File: config.mk
export PLATFORM = sky130hd
export DESIGN_NAME = fetch_prefetch_unit_flat
export DESIGN_NICKNAME = d
export VERILOG_FILES = /design/src/rtl/ifetch_pkg.sv /design/src/rtl/fetch_prefetch_unit_if.sv /design/src/rtl/fetch_queue.sv /design/src/rtl/fetch_prefetch_unit.sv /design/src/flat_wrapper.sv
export SDC_FILE = /design/constraint.sdc
export NUM_CORES = 2
export LEC_CHECK = 0
export BUFFER_PORTS_ARGS = -buffer_cell sky130_fd_sc_hd__buf_4
export CORE_ASPECT_RATIO = 0.75
export CORE_MARGIN = 2
export CORE_UTILIZATION = 62
export CTS_CLUSTER_DIAMETER = 120
export DETAILED_ROUTE_END_ITERATION = 16
export HOLD_SLACK_MARGIN = 0.06
export PLACE_DENSITY_LB_ADDON = 0.3
export SLEW_MARGIN = 20
export SYNTH_ARGS = -nofsm -noshare
export SYNTH_HDL_FRONTEND = slang
export SYNTH_HIERARCHICAL = 1
export SYNTH_SLANG_ARGS = --single-unit
File: constraint.sdc
create_clock -name clk -period 12 [get_ports clk]
set_input_delay 2.4 -clock clk [delete_from_list [all_inputs] [get_ports clk]]
set_output_delay 2.4 -clock clk [all_outputs]
set_load 0.1 [all_outputs]
File: src/rtl/ifetch_pkg.sv
// Shared widths, queue-entry payload and PC helpers for the fetch front end.
package ifetch_pkg;

  localparam int unsigned INSTR_W = 32;
  localparam int unsigned PC_W    = 32;
  localparam int unsigned PC_INC  = 4;

  // One prefetched instruction together with the byte address it came from.
  typedef struct packed {
    logic [INSTR_W-1:0] instr;
    logic [PC_W-1:0]    pc;
  } fetch_entry_t;

  // Sequential successor; wraps naturally at 2**PC_W.
  function automatic logic [PC_W-1:0] pc_next(input logic [PC_W-1:0] pc);
    return pc + PC_W'(PC_INC);
  endfunction

  // Force a byte address onto a word boundary.
  function automatic logic [PC_W-1:0] word_align(input logic [PC_W-1:0] addr);
    return {addr[PC_W-1:2], 2'b00};
  endfunction

endpackage

File: src/rtl/fetch_prefetch_unit_if.sv
// Decode-side handshake bus of the prefetch unit.
interface fetch_prefetch_unit_if
  import ifetch_pkg::*;
#(
  parameter int unsigned QUEUE_DEPTH = 4
);

  localparam int unsigned CNT_W = $clog2(QUEUE_DEPTH + 1);

  logic               out_valid;
  logic               out_ready;
  logic [INSTR_W-1:0] out_instr;
  logic [PC_W-1:0]    out_pc;
  logic [PC_W-1:0]    out_pc_plus_4;
  logic [CNT_W-1:0]   queue_count;

  // Fetch unit side: presents the queue head, receives acceptance.
  modport master (
    output out_valid,
    output out_instr,
    output out_pc,
    output out_pc_plus_4,
    output queue_count,
    input  out_ready
  );

  // Decode side: consumes the queue head.
  modport slave (
    input  out_valid,
    input  out_instr,
    input  out_pc,
    input  out_pc_plus_4,
    input  queue_count,
    output out_ready
  );

endinterface

File: src/rtl/fetch_queue.sv
// Circular prefetch buffer with push, pop and single-cycle flush.
module fetch_queue
  import ifetch_pkg::*;
#(
  parameter int unsigned DEPTH   = 4,
  parameter type         entry_t = fetch_entry_t
) (
  input  logic                       clk,
  input  logic                       reset,
  input  logic                       push_i,
  input  entry_t                     push_data_i,
  input  logic                       pop_i,
  input  logic                       flush_i,
  output entry_t                     head_o,
  output logic [$clog2(DEPTH+1)-1:0] count_o
);

  localparam int unsigned PTR_W = $clog2(DEPTH);
  localparam int unsigned CNT_W = $clog2(DEPTH + 1);

  entry_t            mem_q [DEPTH];
  logic [PTR_W-1:0]  rd_ptr_q, rd_ptr_d;
  logic [PTR_W-1:0]  wr_ptr_q, wr_ptr_d;
  logic [CNT_W-1:0]  count_q, count_d;
  logic              pop_ok;
  logic              push_ok;

  // A pop needs an entry; a push needs a free slot or a concurrent pop.
  assign pop_ok  = pop_i && (count_q != '0);
  assign push_ok = push_i && ((count_q != CNT_W'(DEPTH)) || pop_ok);

  // Next pointers and occupancy; flush empties the buffer outright.
  always_comb begin
    rd_ptr_d = rd_ptr_q;
    wr_ptr_d = wr_ptr_q;
    count_d  = count_q;
    if (flush_i) begin
      rd_ptr_d = '0;
      wr_ptr_d = '0;
      count_d  = '0;
    end else begin
      if (push_ok) wr_ptr_d = wr_ptr_q + PTR_W'(1);
      if (pop_ok)  rd_ptr_d = rd_ptr_q + PTR_W'(1);
      case ({push_ok, pop_ok})
        2'b10:   count_d = count_q + CNT_W'(1);
        2'b01:   count_d = count_q - CNT_W'(1);
        default: count_d = count_q;
      endcase
    end
  end

  // Pointer and count registers.
  always_ff @(posedge clk) begin
    if (reset) begin
      rd_ptr_q <= '0;
      wr_ptr_q <= '0;
      count_q  <= '0;
    end else begin
      rd_ptr_q <= rd_ptr_d;
      wr_ptr_q <= wr_ptr_d;
      count_q  <= count_d;
    end
  end

  // Entry storage; contents are don't-care until pushed.
  always_ff @(posedge clk) begin
    if (push_ok && !flush_i && !reset) mem_q[wr_ptr_q] <= push_data_i;
  end

  assign head_o  = mem_q[rd_ptr_q];
  assign count_o = count_q;

endmodule

File: src/rtl/fetch_prefetch_unit.sv
// Instruction fetch with local instruction memory, prefetch queue and redirect.
module fetch_prefetch_unit
  import ifetch_pkg::*;
#(
  parameter int unsigned    IMEM_AW     = 6,
  parameter int unsigned    QUEUE_DEPTH = 4,
  parameter logic [PC_W-1:0] RESET_PC   = 32'h0000_0000
) (
  input  logic               clk,
  input  logic               reset,
  input  logic               imem_we,
  input  logic [IMEM_AW-1:0] imem_waddr,
  input  logic [INSTR_W-1:0] imem_wdata,
  input  logic               redirect_valid,
  input  logic [PC_W-1:0]    redirect_target,
  fetch_prefetch_unit_if.master out_if
);

  localparam int unsigned IMEM_DEPTH = 2 ** IMEM_AW;
  localparam int unsigned CNT_W      = $clog2(QUEUE_DEPTH + 1);

  logic [INSTR_W-1:0] imem_q [IMEM_DEPTH];
  logic [PC_W-1:0]    fpc_q, fpc_d;
  logic [IMEM_AW-1:0] rd_idx;
  logic [CNT_W-1:0]   count;
  logic               head_valid;
  logic               pop;
  logic               push;
  fetch_entry_t       push_entry;
  fetch_entry_t       head;

  // Program load port; deliberately unaffected by reset.
  always_ff @(posedge clk) begin
    if (imem_we) imem_q[imem_waddr] <= imem_wdata;
  end

  // Upper PC bits are dropped, so fetch addresses alias modulo memory size.
  assign rd_idx     = fpc_q[IMEM_AW+1:2];
  assign push_entry = '{instr: imem_q[rd_idx], pc: fpc_q};

  assign head_valid = (count != '0);
  assign pop        = head_valid && out_if.out_ready;
  assign push       = !redirect_valid && ((count < CNT_W'(QUEUE_DEPTH)) || pop);

  // Fetch PC advance: redirect wins, otherwise step only when an entry is queued.
  always_comb begin
    fpc_d = fpc_q;
    if (redirect_valid) fpc_d = word_align(redirect_target);
    else if (push)      fpc_d = pc_next(fpc_q);
  end

  // Fetch PC register.
  always_ff @(posedge clk) begin
    if (reset) fpc_q <= RESET_PC;
    else       fpc_q <= fpc_d;
  end

  fetch_queue #(
    .DEPTH   (QUEUE_DEPTH),
    .entry_t (fetch_entry_t)
  ) u_queue (
    .clk         (clk),
    .reset       (reset),
    .push_i      (push),
    .push_data_i (push_entry),
    .pop_i       (pop),
    .flush_i     (redirect_valid),
    .head_o      (head),
    .count_o     (count)
  );

  // Head presentation; payload is zeroed while the queue is empty.
  assign out_if.out_valid     = head_valid;
  assign out_if.out_instr     = head_valid ? head.instr : '0;
  assign out_if.out_pc        = head_valid ? head.pc : '0;
  assign out_if.out_pc_plus_4 = head_valid ? pc_next(head.pc) : '0;
  assign out_if.queue_count   = count;

endmodule

File: src/flat_wrapper.sv
// flat-port wrapper written by rule: the top's interface ports become plain ports
module fetch_prefetch_unit_flat import ifetch_pkg::*;
#(
  parameter int unsigned    IMEM_AW     = 6,
  parameter int unsigned    QUEUE_DEPTH = 4,
  parameter logic [PC_W-1:0] RESET_PC   = 32'h0000_0000
)
  (clk, reset, imem_we, imem_waddr, imem_wdata, redirect_valid, redirect_target, out_if_out_valid, out_if_out_instr, out_if_out_pc, out_if_out_pc_plus_4, out_if_queue_count, out_if_out_ready);
  fetch_prefetch_unit_if #(.QUEUE_DEPTH(QUEUE_DEPTH)) out_if_i ();
  input  logic clk;
  input  logic reset;
  input  logic imem_we;
  input  logic [IMEM_AW-1:0] imem_waddr;
  input  logic [INSTR_W-1:0] imem_wdata;
  input  logic redirect_valid;
  input  logic [PC_W-1:0] redirect_target;
  output wire logic [$bits(out_if_i.out_valid)-1:0] out_if_out_valid;
  output wire logic [$bits(out_if_i.out_instr)-1:0] out_if_out_instr;
  output wire logic [$bits(out_if_i.out_pc)-1:0] out_if_out_pc;
  output wire logic [$bits(out_if_i.out_pc_plus_4)-1:0] out_if_out_pc_plus_4;
  output wire logic [$bits(out_if_i.queue_count)-1:0] out_if_queue_count;
  input wire logic [$bits(out_if_i.out_ready)-1:0] out_if_out_ready;
  assign out_if_out_valid = out_if_i.out_valid;
  assign out_if_out_instr = out_if_i.out_instr;
  assign out_if_out_pc = out_if_i.out_pc;
  assign out_if_out_pc_plus_4 = out_if_i.out_pc_plus_4;
  assign out_if_queue_count = out_if_i.queue_count;
  assign out_if_i.out_ready = out_if_out_ready;
  fetch_prefetch_unit #(.IMEM_AW(IMEM_AW), .QUEUE_DEPTH(QUEUE_DEPTH), .RESET_PC(RESET_PC)) u_core (.clk(clk), .reset(reset), .imem_we(imem_we), .imem_waddr(imem_waddr), .imem_wdata(imem_wdata), .redirect_valid(redirect_valid), .redirect_target(redirect_target), .out_if(out_if_i));
endmodule
==> impl_metrics.toml <==
[sta]
max_clock_freq_ghz = 0.141
setup_tns_ps = 0
clock_skew_ps = 30.0
slew_viol_final = 0
slew_headroom_pct = 19.0
setup_slack_ps = 4920
min_period_ps = 7080
rsz0062_at_grt = "no"
fin_crit_sh_pct = 59.0
hold_ws_ps = 543
hold_viol = 0
setup_viol = 0
timing_worst_slew_pin_value_ps = 1210

[critical_path]
slowest_delay_ps = 760
slowest_stage = "buf_4"
cp.required_ps = 9600
reg2reg_slack_ps = 7300
ff2ff_path_depth = 7
crit_chain = "buf_4, mux4_2, nand4_1, nor3_1, nand3_1, or3_1, a21oi_1, buf_4"
critPathArrivalTime_ps = 4680
endpoint_kind = "output port"
start_kind = "flip-flop"
cpMostUsedCell = "buf_4"
path_max_fanout = 41
worstSetupPathType = "reg -> out"
r2r-end = "u_core/u_queue/mem_q[3][49]$_DFFE_PP_"

[finish]
areaGrowthSynthToFinish_pct = 11.5
final_nets = 4641
fin_area_um2 = 101000
drive_gt1_share_pct = 27.9
layout_common_cells = "edfxtp_1 (2304), mux4_2 (492), buf_4 (292)"
n_fill_cell = 8377
final_common_cell = "edfxtp_1"

[clock_tree]
htreeDepth = 4
cts_resized = 0
clk_latency_ps = 840
clk_path_buf_depth = 3
cts_tree = "yes"
hold_buffers = 0
cts_made_buffers = 201
cts-root-buf = "clkbuf_16"
clk_pin_slew_worst_paths_ps = 70
cts_sinks = 2349
cts_setup_buffers = 0

[outcome]
outcome = "complete, no violations"

[floorplanning]
chipWidth_um = 446
die_height_um = 336
dieArea_um2 = 150000
rows = 121
ioPinCount = 175
coreArea_um2 = 145000
initial_core_util_pct = 62.6

[route]
drc = 0
avgRoutedWirePerCell_um = 33.2
vias = 46065
wl_mm = 220
drt_iter0_drc = 6286
dr.pass1.iters = 5
ant_nets = 0
routed_via_density = 6.95

[grt]
grt_usage_pct = 29.7
grt_max_degree = 113
grt_pass1_vias = 45710
antenna_found_initial = 4
grt_pass1_wl_mm = 317
overflow = 0

[logic_synthesis]
ys_async_sr_fraction_pct = 0
synthCells = 4290
ys.flop_type = "edfxtp_1"
synthesis.area_um2 = 91000
yosys.area.top_type_share_pct = 76.1
synth-edff-count = 2304
synthTopCellsByArea = "edfxtp_1 (76%), mux4_2 (12%), mux2_2 (1.8%)"
syn_area_per_cell_um2 = 21.2
synth_seq_cells = 2349
yosysTopAreaCell = "edfxtp_1"
yosys_warnings = 6
seq_area_frac_synth_pct = 77.0
synthDistinctLibCells = 66

[pwr]
power.total_mw = 16.5
switching_share_pct = 21.6
power.density_nw_per_um2 = 162
p_int_mw = 12.9
pwr-share-seq_pct = 55.6
power.share.combinational_pct = 6.3
power_leakage_nw = 31.2
clock_power_share_pct = 38.1
power.switching_mw = 3.55
peakVddDrop_v = 0.000138

[placement]
place_area_um2 = 95200
portBuffers = 172
place.detailed.hpwl_mm = 122
gp_congestion = 0.831
pre_cts_slack_ps = 5720

[min_path]
hold_depth = 0
hold_path.startpoint = "u_core/fpc_q[26]$_SDFFE_PP0N_"
min_delay_worst_endpoint = "u_core/u_queue/mem_q[3][26]$_DFFE_PP_"
hold_path_class = "reg -> reg"

[job]
drv_cap = 0
## how the worst max path moves through the flow
stage / from / end / slack, ps / cells after the start
2_1_floorplan: flip-flop / out_if_out_pc_plus_4[31] / 5680 / 8
6_report: flip-flop / out_if_out_pc_plus_4[31] / 4920 / 8
3_5_place_dp: flip-flop / out_if_out_pc_plus_4[31] / 5720 / 8
3_3_place_gp: flip-flop / out_if_out_pc_plus_4[31] / 5800 / 8
5_1_grt: flip-flop / out_if_out_pc_plus_4[31] / 4560 / 8
4_1_cts: flip-flop / out_if_out_pc_plus_4[31] / 4840 / 8
## power by group through the flow
stage | sequential, mW | combinational [mW] | clock [mW]
floorplan | 9.30 | 0.635 | 0
global placement | 9.31 | 0.998 | 0
detailed placement | 9.32 | 1.02 | 0
CTS | 9.14 | 1.03 | 6.33
global route | 9.14 | 1.09 | 6.62
finish | 9.14 | 1.04 | 6.27
## layout make-up
cell class | instances | area, um2 | area share, %
multi-input combinational | 1691 | 20400 | 20.1
tap | 1906 | 2380 | 2.35
clock inverter | 113 | 936 | 0.922
sequential | 2349 | 70100 | 69.1
timing repair buffer | 297 | 2280 | 2.25
inverter | 19 | 71.3 | 0.0703
antenna | 3 | 7.51 | 0.00740
clock buffer | 250 | 5320 | 5.24
## layer usage
| metal | vias up | track usage, % | wire length [um] |
|---|---|---|---|
| li1 | 18457 | - | - |
| met1 | 24232 | 43.9 | 83600 |
| met2 | 2964 | 44.3 | 102000 |
| met3 | 410 | 6.27 | 25900 |
| met4 | 2 | 11.5 | 8260 |
| met5 | - | 0 | 10 |
## sequential cells by signal, indices dropped and copies added (netlist names), named ones only
name                     count
u_core/u_queue/mem_q       256
u_core/u_queue/wr_ptr_q      2
u_core/u_queue/count_o       3
u_core/imem_q             2048
u_core/fpc_q                30
u_core/u_queue/rd_ptr_q      2
## cells by family (layout without fill, tap and decap cells)
group | count (synthesis) | after routing | share of synthesized area, %
compound gates | 370 | 370 | 2.96
xor+xnor | 51 | 51 | 0.491
fa+ha+maj | 7 | 7 | 0.105
buf+inv | 257 | 679 | 1.21
flops | 2349 | 2349 | 77.0
mux | 767 | 767 | 15.4
other cells | 1 | 11 | 0.00412
simple gates | 488 | 488 | 2.78
## cells in the mapped netlist, types with 10 or more instances
cell / instances
nor3_1: 27
mux2i_1: 131
buf_4: 10
xor2_1: 30
mux2_2: 144
o21ai_0: 18
buf_2: 64
nor2_1: 154
o22ai_1: 75
nor4_1: 21
buf_1: 37
nand3_1: 28
dfxtp_1: 45
clkbuf_1: 125
o31ai_1: 14
a21oi_1: 50
o221ai_1: 17
nor2b_1: 26
inv_1: 17
a211oi_1: 41
and2_1: 74
nand2_1: 67
nand4_1: 19
a22oi_1: 18
a22o_1: 29
mux4_2: 492
or3_1: 10
o22a_1: 13
a221oi_1: 56
xnor2_1: 21
edfxtp_1: 2304
nand2b_1: 18
## critical path: cells and delay by family (launching register included)
family	cells	cell delay (ps)
and+or+nand+nor	4	1420
DFF	1	660
AOI/OAI and AO/OA	1	170
muxes	1	470
buffers and inverters	2	1070
## metrics by stage
step,utilization (%),instances
final,69.8,6628
after global routing,69.8,6626
after CTS,69.8,6623
after detailed placement,65.5,6260
after global placement,65.5,6260
after floorplan,-,4297
No activity file was read; power rests on OpenSTA's default activity.
